### config.mk
export PLATFORM = sky130hd
export DESIGN_NAME = tone_scheduler
export DESIGN_NICKNAME = d
export VERILOG_FILES = /design/src/rtl/tone_scheduler.sv
export SDC_FILE = /design/constraint.sdc
export NUM_CORES = 1
export LEC_CHECK = 0
export BUFFER_PORTS_ARGS = -buffer_cell sky130_fd_sc_hd__buf_4
export CAP_MARGIN = 20
export CORE_ASPECT_RATIO = 0.5
export CORE_MARGIN = 5
export CORE_UTILIZATION = 60
export DETAILED_ROUTE_END_ITERATION = 10
export PLACE_DENSITY = 0.82
export SLEW_MARGIN = 5
export SYNTH_ARGS = -nofsm -noshare
export SYNTH_HDL_FRONTEND = slang
export SYNTH_SLANG_ARGS = --single-unit
### constraint.sdc
create_clock -name CLOCK_50 -period 4.65 [get_ports CLOCK_50]
set_input_delay 0.6975 -clock CLOCK_50 [delete_from_list [all_inputs] [get_ports CLOCK_50]]
set_output_delay 0.6975 -clock CLOCK_50 [all_outputs]
set_load 0.03 [all_outputs]
### src/rtl/tone_scheduler.sv
// Tone-select bus arbiter: tick-timed sequencer notes take priority over live keyboard echo.
// Optional macro TONE_GAP_EN inserts GAP_MS ticks of forced silence after every sequencer note.
module tone_scheduler #(
  parameter int CLK_HZ  = 50000000,
  parameter int TICK_HZ = 1000,
  parameter int GAP_MS  = 50,
  parameter int DUR_W   = 12
) (
  input  logic             CLOCK_50,
  input  logic [0:0]       KEY,
  input  logic             seq_valid,
  input  logic [7:0]       seq_tone,
  input  logic [DUR_W-1:0] seq_dur,
  output logic             seq_ready,
  input  logic [7:0]       key_tone,
  input  logic             key_en,
  output logic [7:0]       tone,
  output logic [1:0]       src,
  output logic             note_done
);

  localparam int T     = CLK_HZ / TICK_HZ;
  localparam int PRE_W = (T > 2) ? $clog2(T) : 1;
  localparam int GAP_W = $clog2(GAP_MS + 1);
  localparam int CNT_W = (DUR_W > GAP_W) ? DUR_W : GAP_W;

  localparam logic [1:0] SRC_NONE = 2'b00;
  localparam logic [1:0] SRC_SEQ  = 2'b01;
  localparam logic [1:0] SRC_KEY  = 2'b10;

`ifdef TONE_GAP_EN
  typedef enum logic [1:0] {IDLE, PLAY, GAP} state_t;
`else
  typedef enum logic [0:0] {IDLE, PLAY} state_t;
`endif

  logic             rst_n;
  state_t           state_q, state_d;
  logic [7:0]       tone_q, tone_d;
  logic [1:0]       src_q, src_d;
  logic             done_q, done_d;
  logic [PRE_W-1:0] pre_q, pre_d;
  logic [CNT_W-1:0] cnt_q, cnt_d;
  logic             wrap;

  assign rst_n = KEY[0];
  assign wrap  = (pre_q == PRE_W'(T - 1));

  always_ff @(posedge CLOCK_50 or negedge rst_n) begin
    if (!rst_n) begin
      state_q <= IDLE;
      tone_q  <= '0;
      src_q   <= SRC_NONE;
      done_q  <= 1'b0;
      pre_q   <= '0;
      cnt_q   <= '0;
    end else begin
      state_q <= state_d;
      tone_q  <= tone_d;
      src_q   <= src_d;
      done_q  <= done_d;
      pre_q   <= pre_d;
      cnt_q   <= cnt_d;
    end
  end

  always_comb begin
    state_d = state_q;
    tone_d  = tone_q;
    src_d   = src_q;
    done_d  = 1'b0;
    pre_d   = pre_q;
    cnt_d   = cnt_q;
    case (state_q)
      IDLE: begin
        // A transfer outranks the keyboard on the same edge; a zero duration still plays one tick.
        if (seq_valid) begin
          state_d = PLAY;
          tone_d  = seq_tone;
          src_d   = SRC_SEQ;
          cnt_d   = (seq_dur == '0) ? CNT_W'(1) : CNT_W'(seq_dur);
          pre_d   = '0;
        end else if (key_en && (key_tone != 8'h00)) begin
          tone_d = key_tone;
          src_d  = SRC_KEY;
        end else begin
          tone_d = 8'h00;
          src_d  = SRC_NONE;
        end
      end
      PLAY: begin
        pre_d = wrap ? '0 : pre_q + PRE_W'(1);
        if (wrap) begin
          cnt_d = cnt_q - CNT_W'(1);
          if (cnt_q == CNT_W'(1)) begin
`ifdef TONE_GAP_EN
            state_d = GAP;
            tone_d  = 8'h00;
            src_d   = SRC_SEQ;
            cnt_d   = CNT_W'(GAP_MS);
`else
            state_d = IDLE;
            tone_d  = 8'h00;
            src_d   = SRC_NONE;
            done_d  = 1'b1;
`endif
          end
        end
      end
`ifdef TONE_GAP_EN
      GAP: begin
        pre_d = wrap ? '0 : pre_q + PRE_W'(1);
        if (wrap) begin
          cnt_d = cnt_q - CNT_W'(1);
          if (cnt_q == CNT_W'(1)) begin
            state_d = IDLE;
            tone_d  = 8'h00;
            src_d   = SRC_NONE;
            done_d  = 1'b1;
          end
        end
      end
`endif
      default: state_d = IDLE;
    endcase
  end

  assign seq_ready = (state_q == IDLE);
  assign tone      = tone_q;
  assign src       = src_q;
  assign note_done = done_q;

endmodule

# Word-level counts from Yosys, hierarchy flattened
# Cells that the tools add are included.
dict set report totals {
  register_bits 40
  ramBits 0
  latch_bits 0
  inputBits 32
  rom_bits 0
  mem_count 0
  word_cells 43
}
dict set report classes {
  bitwise 1
  shift 0
  reduce_logical 5
  add_sub_neg 2
  magnitude_cmp 0
  muxes 24
  div_mod_pow 0
  multipliers 0
  n_eq_ne 5
}
# op n
set op_table {}
lappend op_table {{two-way mux 12 bit} 3}
lappend op_table {{two-way mux 16 bit} 2}
lappend op_table {{two-way mux 8 bit} 4}
lappend op_table {{one-hot mux 16 bit (2 select lines)} 1}
lappend op_table {{one-hot mux 12 bit (2 select lines)} 1}
lappend op_table {{adder 16 x 1 -> 16 bit, second input constant} 1}
lappend op_table {{equality test 16 bit, second input constant} 1}
lappend op_table {{one-hot mux 8 bit (2 select lines)} 1}
lappend op_table {{equality test 12 x 1 -> 1 bit, second input constant} 1}
lappend op_table {{logical NOT 12 bit} 1}
lappend op_table {{subtractor 12 x 1 -> 12 bit, second input constant} 1}
lappend op_table {{two-way mux 2 bit} 4}
lappend op_table {{nonzero test 8 bit} 1}
lappend op_table {{two-way mux 1 bit} 6}
lappend op_table {{inequality test 2 x 1 -> 1 bit, second input constant} 2}
lappend op_table {{one-hot mux 2 bit (2 select lines)} 1}
lappend op_table {{AND reduction 2 bit} 2}
lappend op_table {{inequality test 2 bit, second input constant} 1}
lappend op_table {{one-hot mux 1 bit (2 select lines)} 1}
lappend op_table {{logical AND 1 bit} 1}
lappend op_table {{inverter 1 bit} 1}

# Logic depth before layout (Yosys ltp)
dict set report depth {
  ltp_word 5
  depth_mapped 7
  mapped_depth_nobuf 6
}

# Least setup slack after synthesis
# Ideal clock, no wire load.
dict set report synth_path {
  kind {register to register}
  from {register pre_q[0]}
  to {register pre_q[11]}
  arrival_ps 1716
  setup_time_ps 76
  path_buffers 2
  path_stages_with_launch 8
  path_slack_ps 2857
  path_cell_list {dfrtp_1 ha_1 and3_1 buf_2 and4_1 buf_2 or4_1 o21ai_1}
}
dict set report synth_via {
  elab_chain_len 3
}
# item line_no
set synth_lines {}
lappend synth_lines {{from (decl)} 42} ;# logic [PRE_W-1:0] pre_q, pre_d;
lappend synth_lines {{from (signal assigned)} 62} ;# pre_q <= pre_d;
lappend synth_lines {{adder 16 x 1 -> 16 bit or equality test 16 bit (tied branches)} {92, 47}}
lappend synth_lines {{two-way mux 16 bit (*)} 92} ;# pre_d = wrap ? '0 : pre_q + PRE_W'(1);
lappend synth_lines {{one-hot mux 16 bit (2 select lines) (*)} 74} ;# case (state_q)
# Mark *: on every way between the ends. The rest lies on a longest branch, timed or not.
# A chain may end at the register's enable or synchronous reset.

# Worst setup path after layout
dict set report layout_path {
  from {register state_q}
  to {output seq_ready}
}
dict set report layout_via {
  elab_chain_len 1
}
# item line_no
set layout_lines {}
lappend layout_lines {{from (decl)} 38} ;# state_t state_q, state_d;
lappend layout_lines {{from (signal assigned)} 58} ;# state_q <= state_d;
lappend layout_lines {{inverter 1 bit} -}
lappend layout_lines {{to (decl)} 14} ;# output logic seq_ready,
# No other way between the ends.

==> impl_table.tex <==
\begin{tabular}{lr}
\hline
Metric & Value \\
\hline
\multicolumn{2}{l}{\textbf{Outcome}} \\
\quad Status & finished, final reports clean \\
\multicolumn{2}{l}{\textbf{Floorplan}} \\
\quad FP Rows & 16 \\
\quad Std-Cell Core Area & 3960 um2 \\
\quad Die height & 55.7 um \\
\quad I/O pin total & 44 \\
\quad Die Wd & 101 um \\
\quad Die Footprint & 5640 um2 \\
\quad Initial core utilization & 63.1\% \\
\multicolumn{2}{l}{\textbf{Power}} \\
\quad Leakage dissipation & 1.21 nW \\
\quad Net switching component of the power & 0.000366 W \\
\quad Relative contribution of the clock network to total power & 22.1\% \\
\quad Fraction of power consumed by combinational cells & 25.3\% \\
\quad Switching share of power & 36.2\% \\
\quad Fraction of power consumed by sequential logic & 52.6\% \\
\quad Internal Power & 0.000645 W \\
\quad PD cells & 353 nW/um2 \\
\quad Highest ir drop seen on vdd & 0.283 mV \\
\multicolumn{2}{l}{\textbf{Timing}} \\
\quad Period utilization & 52.3\% \\
\quad Final Hold Vio Count & 0 \\
\quad Setup repair after global routing missed its margin & no \\
\quad Final Skew & 0.00978 ns \\
\quad Highest clock frequency the design can meet & 0.411 GHz \\
\quad Total Negative Setup Slacks & 0 ns \\
\quad Post-route worst setup slack & 2.22 ns \\
\quad Count of endpoints failing setup in the final report & 0 \\
\quad Minimum hold slack & 0.366 ns \\
\quad Count of pins over their slew limit & 0 \\
\quad Worst-Margin Slew & 0.910 ns \\
\quad Worst rel slew slack & 39.1\% \\
\quad Final Critical Period & 2.43 ns \\
\multicolumn{2}{l}{\textbf{Clock network}} \\
\quad CTS tree & yes \\
\quad CTS H-Tree Depth & 2 \\
\quad Source-to-sink clock delay at the later pin of the worst-skew pair & 0.30 ns \\
\quad Clk Tree Root Cell & clkbuf\_8 \\
\quad PostCTS Resize Cnt & 0 \\
\quad Clock slew seen by the registers of the worst setup and hold paths & 0.08 ns \\
\quad Clock Sink Count & 40 \\
\quad Post-CTS setup buffers & 0 \\
\quad Hold Buf Count CTS & 0 \\
\quad Maximum buffer depth of the clock tree & 2 \\
\quad Cts bufs inserted & 5 \\
\multicolumn{2}{l}{\textbf{Worst setup path}} \\
\quad Kind of end point of the critical path & output port \\
\quad Maximum fanout encountered on the critical timing path & 21 \\
\quad Launch point of the worst reg-to-reg path & pre\_q[0] \\
\quad CP max-delay cell & dfrtp\_1 \\
\quad Crit Path Category & reg2out \\
\quad CP max stage delay & 0.75 ns \\
\quad Flop2flop setup slack & 2.44 ns \\
\quad CP Cell Sequence & inv\_1 > buf\_4 \\
\quad Critical path data required time & 3.95 ns \\
\quad Data arrival time of the critical path & 1.73 ns \\
\quad Startpoint Class & flip-flop \\
\quad Critical register-to-register path endpoint & src[0] \\
\quad R2r worst-path depth & 5 \\
\multicolumn{2}{l}{\textbf{Placed design}} \\
\quad RD Place Congestion & 0.923 \\
\quad Worst setup slack before clock tree synthesis & 2.50 ns \\
\quad Final HPWL DP & 4330 um \\
\quad \# port buffers & 43 \\
\multicolumn{2}{l}{\textbf{Run}} \\
\quad Max\_cap viols & 0 \\
\multicolumn{2}{l}{\textbf{Yosys}} \\
\quad Leading cell types by total area after synthesis & dfrtp\_1 (40\%), a31oi\_1 (5.3\%), nand2\_1 (3.6\%) \\
\quad Fraction of synthesis flops using an asynchronous set or reset pin & 100\% \\
\quad Synthesized net count & 306 \\
\quad Biggest area consumer among synthesized cells & dfrtp\_1 \\
\quad Sequential-to-total area share from yosys stat & 40.0\% \\
\quad Post-Syn Area per Cell & 9.23 um2 \\
\quad Summed instance area of the synthesized netlist & 2500 um2 \\
\quad Synth warn & 0 \\
\quad Area share of the largest cell type after synthesis & 40.0\% \\
\quad Synth Flop Type & dfrtp\_1 \\
\quad Total of flip-flops plus latches after synthesis & 40 \\
\quad Count of flip-flops with a built-in enable after synthesis & 0 \\
\quad Post-synth cell types & 51 \\
\quad Number of instances in the synthesized netlist & 271 \\
\multicolumn{2}{l}{\textbf{Global routing}} \\
\quad Maximum number of pins on one net before global-route repair & 41 \\
\quad Congestion Overflow GR & 0 \\
\quad Overall fraction of global-route tracks in use & 23.4\% \\
\quad Initial antenna violation count & 0 \\
\quad Vias in the first global route & 2,211 \\
\quad Wire length of the first global-routing pass & 10,700 um \\
\multicolumn{2}{l}{\textbf{Finish}} \\
\quad Filler cell count in the final layout & 311 \\
\quad Antenna fix cells & 0 \\
\quad Count of nets after finishing & 335 \\
\quad Ratio of cells with drive above 1 in the final layout & 20.7\% \\
\quad Layout area overhead & 14.5\% \\
\multicolumn{2}{l}{\textbf{Drt}} \\
\quad Routed wire length & 6260 um \\
\quad Detailed Route Iter0 Violations & 199 \\
\quad Remaining number of nets flagged by the antenna check after routing & 0 \\
\quad Initial DRT Pass Iterations & 5 \\
\quad Number of vias in the routed layout & 2,337 \\
\quad Via count normalized by instance count & 6.60 \\
\quad DRC & 0 \\
\quad Post-DR wirelength/cell & 17.7 um \\
\multicolumn{2}{l}{\textbf{Min path}} \\
\quad Class of the most critical hold timing path & in2async \\
\hline
\end{tabular}
[power by group through the flow]
stage	logic [W]	registers, W	clock network [W]
global placement	0.000247	0.000529	0
global route	0.000282	0.000546	0.000244
finish	0.000256	0.000532	0.000223
detailed placement	0.000257	0.000533	0
CTS	0.000258	0.000527	0.000224
floorplan	0.000196	0.000508	0
[cell usage in the layout, fill, tap and decap left out, drive strengths merged, types with 8 or more instances in the layout]
cell type  instances
a211oi            11
or4               10
o22ai             12
nor2               8
dfrtp             40
nor2b             11
inv               11
o31ai              8
nand2             24
a31oi             21
buf               44
[worst max path at each step]
stage | from | end | slack (ns)
floorplan | pre_q[0] | pre_q[11] | 2.86
global placement | pre_q[0] | src[0] | 2.59
detailed placement | pre_q[0] | src[0] | 2.50
CTS | state_q | seq_ready | 2.26
global route | state_q | seq_ready | 2.11
finish | state_q | seq_ready | 2.22
[cells by family after synthesis]
family	after synthesis	synth area share (%)
simple gates	107	27.6
mux	2	0.800
fa+ha+maj	3	1.50
compound gates	84	23.2
xor+xnor	2	0.700
flops	40	40.0
buf+inv	33	6.20
[sequential cells by signal (all words and copies together) (netlist names)]
signal / count
cnt_q: 12
note_done: 1
pre_q: 16
src: 2
state_q: 1
tone: 8
[worst max-delay path, delay by kind of cell, from the launching register on]
kind / cells / cell delay, ns
DFF: 1 / 0.75
buffers and inverters: 2 / 0.70
[layer usage]
| layer | routed length [um] | GRT usage, % | vias to the layer above |
|---|---|---|---|
| met5 | 0 | 0 | - |
| li1 | - | - | 1112 |
| met2 | 2980 | 35.5 | 98 |
| met4 | 91 | 6.63 | 0 |
| met3 | 361 | 5.38 | 10 |
| met1 | 2820 | 33.3 | 1117 |
[per-stage QoR]
stage | cells | cell area [um2] | total power [W] | utilization [%]
2_1_floorplan | 271 | 2500 | 0.000704 | -
3_3_place_gp | 347 | 2790 | 0.000775 | 70.3
3_5_place_dp | 347 | 2790 | 0.000789 | 70.3
4_1_cts | 354 | 2860 | 0.00101 | 72.2
5_1_grt | 354 | 2860 | 0.00107 | 72.2
6_report | 354 | 2860 | 0.00101 | 72.2
[Yosys cell counts (all sizes together), types with 7 or more instances]
| master | number |
|---|---|
| a211oi | 11 |
| a31oi | 21 |
| and3 | 7 |
| buf | 11 |
| clkbuf | 11 |
| dfrtp | 40 |
| inv | 11 |
| nand2 | 24 |
| nand3 | 7 |
| nor2 | 8 |
| nor2b | 11 |
| nor3 | 7 |
| nor4 | 7 |
| o21ai | 7 |
| o22ai | 12 |
| o31ai | 8 |
| or4 | 10 |
[cell type report]
type / instances / area, um2 / share of cell area [%]
clock buffers: 6 / 72.6 / 2.53
clock inverters: 1 / 5.00 / 0.175
inverters: 11 / 41.3 / 1.44
multi-input cells: 198 / 1350 / 47.0
flip-flops and latches: 40 / 1000 / 35.0
well taps: 54 / 67.6 / 2.36
repair buffers: 44 / 330 / 11.5
(Power assumes the default switching activity.)
